## src/rtl/mc_pkg.sv

```systemverilog
// Shared types and constants for the multicycle controller and its condition unit.
package mc_pkg;

    typedef enum logic [3:0] {
        FETCH    = 4'd0,
        DECODE   = 4'd1,
        MEMADR   = 4'd2,
        MEMREAD  = 4'd3,
        MEMWB    = 4'd4,
        MEMWRITE = 4'd5,
        EXECUTER = 4'd6,
        EXECUTEI = 4'd7,
        ALUWB    = 4'd8,
        BRANCH   = 4'd9,
        BRANCHX  = 4'd10
    } state_e;

    localparam logic [3:0] CondEq = 4'b0000;
    localparam logic [3:0] CondNe = 4'b0001;
    localparam logic [3:0] CondCs = 4'b0010;
    localparam logic [3:0] CondCc = 4'b0011;
    localparam logic [3:0] CondMi = 4'b0100;
    localparam logic [3:0] CondPl = 4'b0101;
    localparam logic [3:0] CondVs = 4'b0110;
    localparam logic [3:0] CondVc = 4'b0111;
    localparam logic [3:0] CondHi = 4'b1000;
    localparam logic [3:0] CondLs = 4'b1001;
    localparam logic [3:0] CondGe = 4'b1010;
    localparam logic [3:0] CondLt = 4'b1011;
    localparam logic [3:0] CondGt = 4'b1100;
    localparam logic [3:0] CondLe = 4'b1101;
    localparam logic [3:0] CondAl = 4'b1110;

    localparam logic [3:0] AluAnd = 4'b0000;
    localparam logic [3:0] AluSub = 4'b0010;
    localparam logic [3:0] AluAdd = 4'b0100;
    localparam logic [3:0] AluCmp = 4'b1010;
    localparam logic [3:0] AluOrr = 4'b1100;
    localparam logic [3:0] AluMov = 4'b1101;

    localparam logic [1:0] ResAluOut    = 2'b00;
    localparam logic [1:0] ResData      = 2'b01;
    localparam logic [1:0] ResAluDirect = 2'b10;

    localparam logic [1:0] SrcBReg  = 2'b00;
    localparam logic [1:0] SrcBImm  = 2'b01;
    localparam logic [1:0] SrcBFour = 2'b10;

    localparam logic [5:0] FunctBx = 6'b010010;

endpackage

```

## src/rtl/mc_cond_unit.sv

```systemverilog
// Flags register, flag-update enables and condition-code evaluation.
module mc_cond_unit
    import mc_pkg::*;
(
    input  logic       clk_i,
    input  logic       reset_i,
    input  logic       latch_i,
    input  logic       exec_i,
    input  logic [3:0] cond_i,
    input  logic [3:0] cmd_i,
    input  logic       s_i,
    input  logic [3:0] alu_flags_i,
    output logic       cond_ok_o,
    output logic [3:0] flags_o
);

    logic [3:0] flags_q, flags_d;
    logic       cond_ok_q, cond_ok_d;
    logic       n, z, c, v;
    logic       cond_pass;
    logic       is_cmp, upd_nz, upd_cv;

    assign {n, z, c, v} = flags_q;

    always_comb begin
        cond_pass = 1'b1;
        case (cond_i)
            CondEq:  cond_pass = z;
            CondNe:  cond_pass = ~z;
            CondCs:  cond_pass = c;
            CondCc:  cond_pass = ~c;
            CondMi:  cond_pass = n;
            CondPl:  cond_pass = ~n;
            CondVs:  cond_pass = v;
            CondVc:  cond_pass = ~v;
            CondHi:  cond_pass = c & ~z;
            CondLs:  cond_pass = ~c | z;
            CondGe:  cond_pass = (n == v);
            CondLt:  cond_pass = (n != v);
            CondGt:  cond_pass = ~z & (n == v);
            CondLe:  cond_pass = z | (n != v);
            default: cond_pass = 1'b1;
        endcase
    end

    // CMP exists only to set flags, so it writes all four even without S.
    assign is_cmp = (cmd_i == AluCmp);
    assign upd_nz = exec_i & cond_ok_q & (s_i | is_cmp);
    assign upd_cv = upd_nz & (is_cmp | (cmd_i == AluAdd) | (cmd_i == AluSub));

    always_comb begin
        flags_d   = flags_q;
        cond_ok_d = cond_ok_q;
        if (upd_nz) flags_d[3:2] = alu_flags_i[3:2];
        if (upd_cv) flags_d[1:0] = alu_flags_i[1:0];
        if (latch_i) cond_ok_d = cond_pass;
    end

    always_ff @(posedge clk_i) begin
        if (reset_i) begin
            flags_q   <= 4'b0000;
            cond_ok_q <= 1'b0;
        end else begin
            flags_q   <= flags_d;
            cond_ok_q <= cond_ok_d;
        end
    end

    assign cond_ok_o = cond_ok_q;
    assign flags_o   = flags_q;

endmodule

```

## src/rtl/multicycle_controller.sv

```systemverilog
// Multicycle sequencing FSM for the ARM-subset datapath.
// Define MC_BX_EN to add the BX Rm instruction (BRANCHX state).
module multicycle_controller
    import mc_pkg::*;
#(
    parameter int unsigned STATE_W = 4
) (
    input  logic               clk,
    input  logic               reset,
    input  logic [3:0]         Cond,
    input  logic [1:0]         Op,
    input  logic [5:0]         Funct,
    input  logic [3:0]         Rd,
    input  logic [3:0]         ALUFlags,
    output logic               PCWrite,
    output logic               AdrSrc,
    output logic               MemW,
    output logic               IRWrite,
    output logic               RegW,
    output logic [1:0]         ResultSrc,
    output logic               ALUSrcA,
    output logic [1:0]         ALUSrcB,
    output logic [3:0]         ALUControl,
    output logic [1:0]         ImmSrc,
    output logic [1:0]         RegSrc,
    output logic               Illegal,
    output logic [STATE_W-1:0] State
);

    state_e     state_q, state_d;
    logic       cond_ok;
    logic [3:0] flags;
    logic [3:0] cmd;
    logic       pcw, irw, regw, memw;

    assign cmd = Funct[4:1];

    mc_cond_unit u_cond (
        .clk_i       (clk),
        .reset_i     (reset),
        .latch_i     (state_q == DECODE),
        .exec_i      ((state_q == EXECUTER) || (state_q == EXECUTEI)),
        .cond_i      (Cond),
        .cmd_i       (cmd),
        .s_i         (Funct[0]),
        .alu_flags_i (ALUFlags),
        .cond_ok_o   (cond_ok),
        .flags_o     (flags)
    );

    always_comb begin
        state_d    = FETCH;
        pcw        = 1'b0;
        irw        = 1'b0;
        regw       = 1'b0;
        memw       = 1'b0;
        AdrSrc     = 1'b0;
        ResultSrc  = ResAluOut;
        ALUSrcA    = 1'b0;
        ALUSrcB    = SrcBReg;
        ALUControl = AluAdd;
        Illegal    = 1'b0;
        case (state_q)
            FETCH: begin
                irw       = 1'b1;
                pcw       = 1'b1;
                ALUSrcA   = 1'b1;
                ALUSrcB   = SrcBFour;
                ResultSrc = ResAluDirect;
                state_d   = DECODE;
            end
            DECODE: begin
                ALUSrcA = 1'b1;
                ALUSrcB = SrcBFour;
                unique case (Op)
                    2'b00: begin
                        state_d = Funct[5] ? EXECUTEI : EXECUTER;
`ifdef MC_BX_EN
                        if (Funct == FunctBx) state_d = BRANCHX;
`endif
                    end
                    2'b01: state_d = MEMADR;
                    2'b10: state_d = BRANCH;
                    2'b11: begin
                        state_d = FETCH;
                        Illegal = 1'b1;
                    end
                endcase
            end
            EXECUTER: begin
                ALUSrcB    = SrcBReg;
                ALUControl = cmd;
                state_d    = ALUWB;
            end
            EXECUTEI: begin
                ALUSrcB    = SrcBImm;
                ALUControl = cmd;
                state_d    = ALUWB;
            end
            ALUWB: begin
                ResultSrc = ResAluOut;
                regw      = cond_ok & (cmd != AluCmp);
                pcw       = cond_ok & (cmd != AluCmp) & (Rd == 4'hF);
            end
            MEMADR: begin
                ALUSrcB = SrcBImm;
                state_d = Funct[0] ? MEMREAD : MEMWRITE;
            end
            MEMREAD: begin
                AdrSrc  = 1'b1;
                state_d = MEMWB;
            end
            MEMWB: begin
                ResultSrc = ResData;
                regw      = cond_ok;
                pcw       = cond_ok & (Rd == 4'hF);
            end
            MEMWRITE: begin
                AdrSrc = 1'b1;
                memw   = cond_ok;
            end
            BRANCH: begin
                ALUSrcB   = SrcBImm;
                ResultSrc = ResAluDirect;
                pcw       = cond_ok;
            end
`ifdef MC_BX_EN
            BRANCHX: begin
                ALUSrcB    = SrcBReg;
                ALUControl = AluMov;
                ResultSrc  = ResAluDirect;
                pcw        = cond_ok;
            end
`endif
            default: state_d = FETCH;
        endcase
    end

    always_ff @(posedge clk) begin
        if (reset) state_q <= FETCH;
        else       state_q <= state_d;
    end

    // Reset abandons an in-flight instruction, so no write may escape while it is held.
    assign PCWrite = pcw & ~reset;
    assign IRWrite = irw & ~reset;
    assign RegW    = regw & ~reset;
    assign MemW    = memw & ~reset;

    assign ImmSrc = Op;
    assign RegSrc = {Op == 2'b01, Op == 2'b10};
    assign State  = STATE_W'(state_q);

endmodule
```

## config.mk

```make
export PLATFORM = sky130hd
export DESIGN_NAME = multicycle_controller
export DESIGN_NICKNAME = d
export VERILOG_FILES = /design/src/rtl/mc_pkg.sv /design/src/rtl/mc_cond_unit.sv /design/src/rtl/multicycle_controller.sv
export SDC_FILE = /design/constraint.sdc
export NUM_CORES = 1
export LEC_CHECK = 0
export ABC_AREA = 1
export CORE_ASPECT_RATIO = 0.5
export CORE_MARGIN = 4
export CORE_UTILIZATION = 25
export DETAILED_ROUTE_END_ITERATION = 12
export GPL_TIMING_DRIVEN = 0
export SLEW_MARGIN = 20
export SYNTH_ARGS = -nofsm -noshare
export SYNTH_HDL_FRONTEND = slang
export SYNTH_SLANG_ARGS = --single-unit
```

## constraint.sdc

```tcl
create_clock -name clk -period 1.1 [get_ports clk]
set_input_delay 0.22 -clock clk [delete_from_list [all_inputs] [get_ports clk]]
set_output_delay 0.22 -clock clk [all_outputs]
set_load 0.03 [all_outputs]
```

==> results <==
- Relative to the synthesized area, the layout overhead comes to 119%.
- In the layout the commonest cells are sky130_fd_sc_hd__nand2_1 (32), sky130_fd_sc_hd__buf_6 (28), sky130_fd_sc_hd__buf_4 (22), sky130_fd_sc_hd__inv_1 (18).
- Setup repair after global routing could not meet its margin everywhere.
- The core region is 3170 um2.
- The worst endpoint required time is between 0.8 and 0.9 ns.
- The run finished, with violations left.
- Sequential cells account for about 23% of the total power.
- The final count of negative-setup-slack endpoints is 26.
- The initial antenna violation count is 0.
- The number of standard-cell rows in the floorplan is 14.
- The area of the die is 4570 um2.
- TritonCTS built the clock tree.
- The overall die width is 91.7 um.
- The number of cells after detailed placement is approximately 250.
- The placer congestion estimate is slightly below 0.8.
- Across the run, the number of max-cap violations was 0.
- The post-route cell area is about 1900 um2.
- Of the total power, combinational logic draws 55.2%.
- The total count of hold-check failures in the final report is 0.
- For this design, the slowest cell found on the critical path is sky130_fd_sc_hd__dfxtp_4.
- For this configuration, the core starts out at a cell density of 27.6%.
- The count of nets left with antenna violations once routing finished came out at 0.
- For this run, the number of Yosys warnings is 0.
- Following the worst setup path forward leads to its endpoint at ALUSrcB[0].
- The number of cells in the finished layout apart from fillers is 279.
- The number of nets handed over by synthesis was 180.
- For this run, design rule violations remaining after detail routing come to 0.
- Of the cells placed in the final design, the portion with a size suffix greater than 1 is between 40% and 50%.
- The most critical setup path has its startpoint at State[2].
- Across the routed clock network, the largest skew measured is 0.00184 ns.
- In this design, the critical path's most frequently occurring cell is sky130_fd_sc_hd__nor2_4.
- The post-synthesis instance area is 876 um2.
- For this run, the slowest stage of the critical path takes 0.34 ns.
- After global routing the overflow that remains totals 0.
- The number of diodes added for antenna fixing is 0.
- The number of detailed-route iterations in the first pass is 4.
- The total vias in the final route is 1260.
- The maximum clock path buffer count is 2.
- The filler cell count in the final layout is around 280.
- The source-to-sink clock delay at the later pin of the worst-skew pair is 0.23 ns.
- Setup slack on the worst reg-to-reg path comes out at -0.54 ns.
- The type of element capturing the critical path is an output port.
- The number of clock sinks is 9.
- Counting I/O delays and the setup requirement, the final critical path takes 1.74 ns.
- The synthesized netlist cell count is 158.
- The core occupancy in the finished layout is a little over 60%.
- The most common cell after layout, fill and taps aside is sky130_fd_sc_hd__nand2_1.
- The wire length after detailed routing is 3490 um.
- The post-layout net count is 254.
- The clock input transition at the sequential cells of the worst setup and hold paths is approximately 0.050 ns.
- The iteration-0 DRC count of the detailed router is 57.
- The net load switching power is about 690 uW.
- The cell depth of the worst min-delay path is 2.
- The worst min-delay path class is input port to flip-flop.
- Traced cell by cell, the critical path runs through buf_6, nor2_4, inv_2, nor2_4, inv_2, nor2_4, a31oi_2, nand2_2, buf_6.
- Clock tree synthesis inserted a total of 3 buffers.
- The wire-length estimate of the detail-placed layout is 2220 um.
- The period utilization is 159%.
- At the worst endpoint, the arrival time is 1.52 ns.
- Entering global routing, the biggest net connects 10 pins.
- During I/O placement, the number of pins put on the boundary was 45.
- The die outline height is 49.9 um.
- Derived from the worst setup path, the maximum achievable clock frequency is 573 MHz.
- The areal power density over the cells is 908 nW/um2.
- The post-synthesis sequential area ratio is 20.6%.
- The headroom to the max-slew limit is 79.8%.
- The type of the worst setup path is flip-flop to output port.
- The clock network power share is 22.2%.
- The startpoint of the worst register-to-register path is State[1].
- The average wire per cell in the routed design is 12.5 um.
- IR analysis of the VDD net gives a maximum drop of 626 uV.
- The internal portion of the total power is 1.05 mW.
- The number of slew-limit violations in the final report is 0.
- The mean post-synth cell area is 5.54 um2.
- Summed over all failing endpoints, the final setup total negative slack is -10.28 ns.
- The peak fanout along the critical path is 3.
- The global router's overall resource usage is 14.2%.
- In this run the number of H-tree levels came out at 1.
- Summed over all cells, the static leakage comes to 0.888 nW.
- Together, buffers and inverters on the worst path number 4.
- In this design, the largest share of critical-path delay is due to simple AND/OR/NAND/NOR gates.
- The synthesized netlist contains 22 unique library cells.
- The area of placed instances is 1480 um2.
- The via count of the first global-routing pass is 1205.
- The path length in cells of the critical path is 9.
- The number of register bits inferred by synthesis is 9.
- Measured in cells, the most critical reg-to-reg path has a length of 13.
- In this run the clock root is driven by a sky130_fd_sc_hd__clkbuf_8.
- In this run switching power makes up 39.8% of total power.
- The critical register-to-register path endpoint is State[2].
- At the pin with the least slew margin, the transition time is 0.304 ns.
- The number of port buffers is 42.
- Setup slack on the critical path of the routed design comes to -0.645 ns.
- The first-pass GRT wire length is 5290 um.
- The startpoint kind of the worst setup timing path is a flip-flop.
- After detailed routing, the number of vias per cell comes to about 4.5.
- The checks that failed: setup timing.
## per-layer routing
metal  global-route usage [%]  vias to the layer above  routed length [um]
li1                         -                      650                   -
met1                     17.7                      583                1560
met2                     26.0                       23                1770
met3                     1.98                        4                 107
met4                     2.96                        0                  50
met5                        0                        -                   0
## sequential cells by signal (all words and copies together) (netlist names)
signal            count
State                 4
u_cond.flags_o        4
u_cond.cond_ok_o      1
## what timing repair did
action                     in CTS  in global routing
resized for setup             183                 22
hold endpoints to repair        0                  0
setup endpoints to repair      32                 29
setup buffers                  22                  5
pin swaps                      21                  8
hold buffers                    0                  0
## logic make-up (layout without fill, tap and decap cells)
group / Yosys count / after routing / synth area share, %
compound gates: 16 / 16 / 9.29
buf+inv: 33 / 106 / 18.0
simple gates: 100 / 100 / 52.1
flops: 9 / 9 / 20.6
## worst min-delay path by stage
stage	slack (ns)	endpoint	startpoint
finish	0.28	State[3]	reset
global route	0.29	u_cond.flags_o[2]	reset
CTS	0.28	State[3]	reset
detailed placement	0.51	u_cond.flags_o[3]	u_cond.flags_o[3]
global placement	0.50	u_cond.flags_o[3]	u_cond.flags_o[3]
floorplan	0.35	State[1]	Funct[0]
## power by group through the flow
| stage | logic, mW | registers, mW | clock network [mW] |
|---|---|---|---|
| floorplan | 0.411 | 0.409 | 0 |
| global placement | 0.682 | 0.391 | 0 |
| detailed placement | 0.687 | 0.390 | 0 |
| CTS | 0.881 | 0.385 | 0.376 |
| global route | 1.02 | 0.394 | 0.407 |
| finish | 0.960 | 0.392 | 0.387 |
## stage by stage
step | power, mW | hold slack [ns] | worst slack (ns)
finish | 1.74 | 0.283 | -0.645
global route | 1.82 | 0.293 | -0.723
CTS | 1.64 | 0.280 | -0.642
detailed placement | 1.08 | 0.507 | -1.08
global placement | 1.07 | 0.504 | -1.08
floorplan | 0.820 | 0.352 | -0.524
## final cells by class
| class | count | area, um2 | area share [%] |
|---|---|---|---|
| Buffer | 5 | 42.5 | 2.22 |
| Clock buffer | 4 | 45.0 | 2.35 |
| Inverter | 28 | 123 | 6.41 |
| Multi-Input combinational cell | 116 | 783 | 40.9 |
| Sequential cell | 9 | 195 | 10.2 |
| Tap cell | 48 | 60.1 | 3.14 |
| Timing Repair Buffer | 69 | 666 | 34.8 |
## cell usage after synthesis (all sizes together)
cell,number,area share (%)
a21oi,10,5.7
a31oi,1,0.71
and3,1,0.71
buf,5,4.4
bufinv,1,2.0
clkinv,1,0.43
dfxtp,9,21
inv,26,11
nand2,45,20
nand3,19,11
nand4,1,0.71
nor2,30,17
nor3,4,2.3
o21ai,5,2.9
Note: power is estimated with default switching activity, not from simulation.
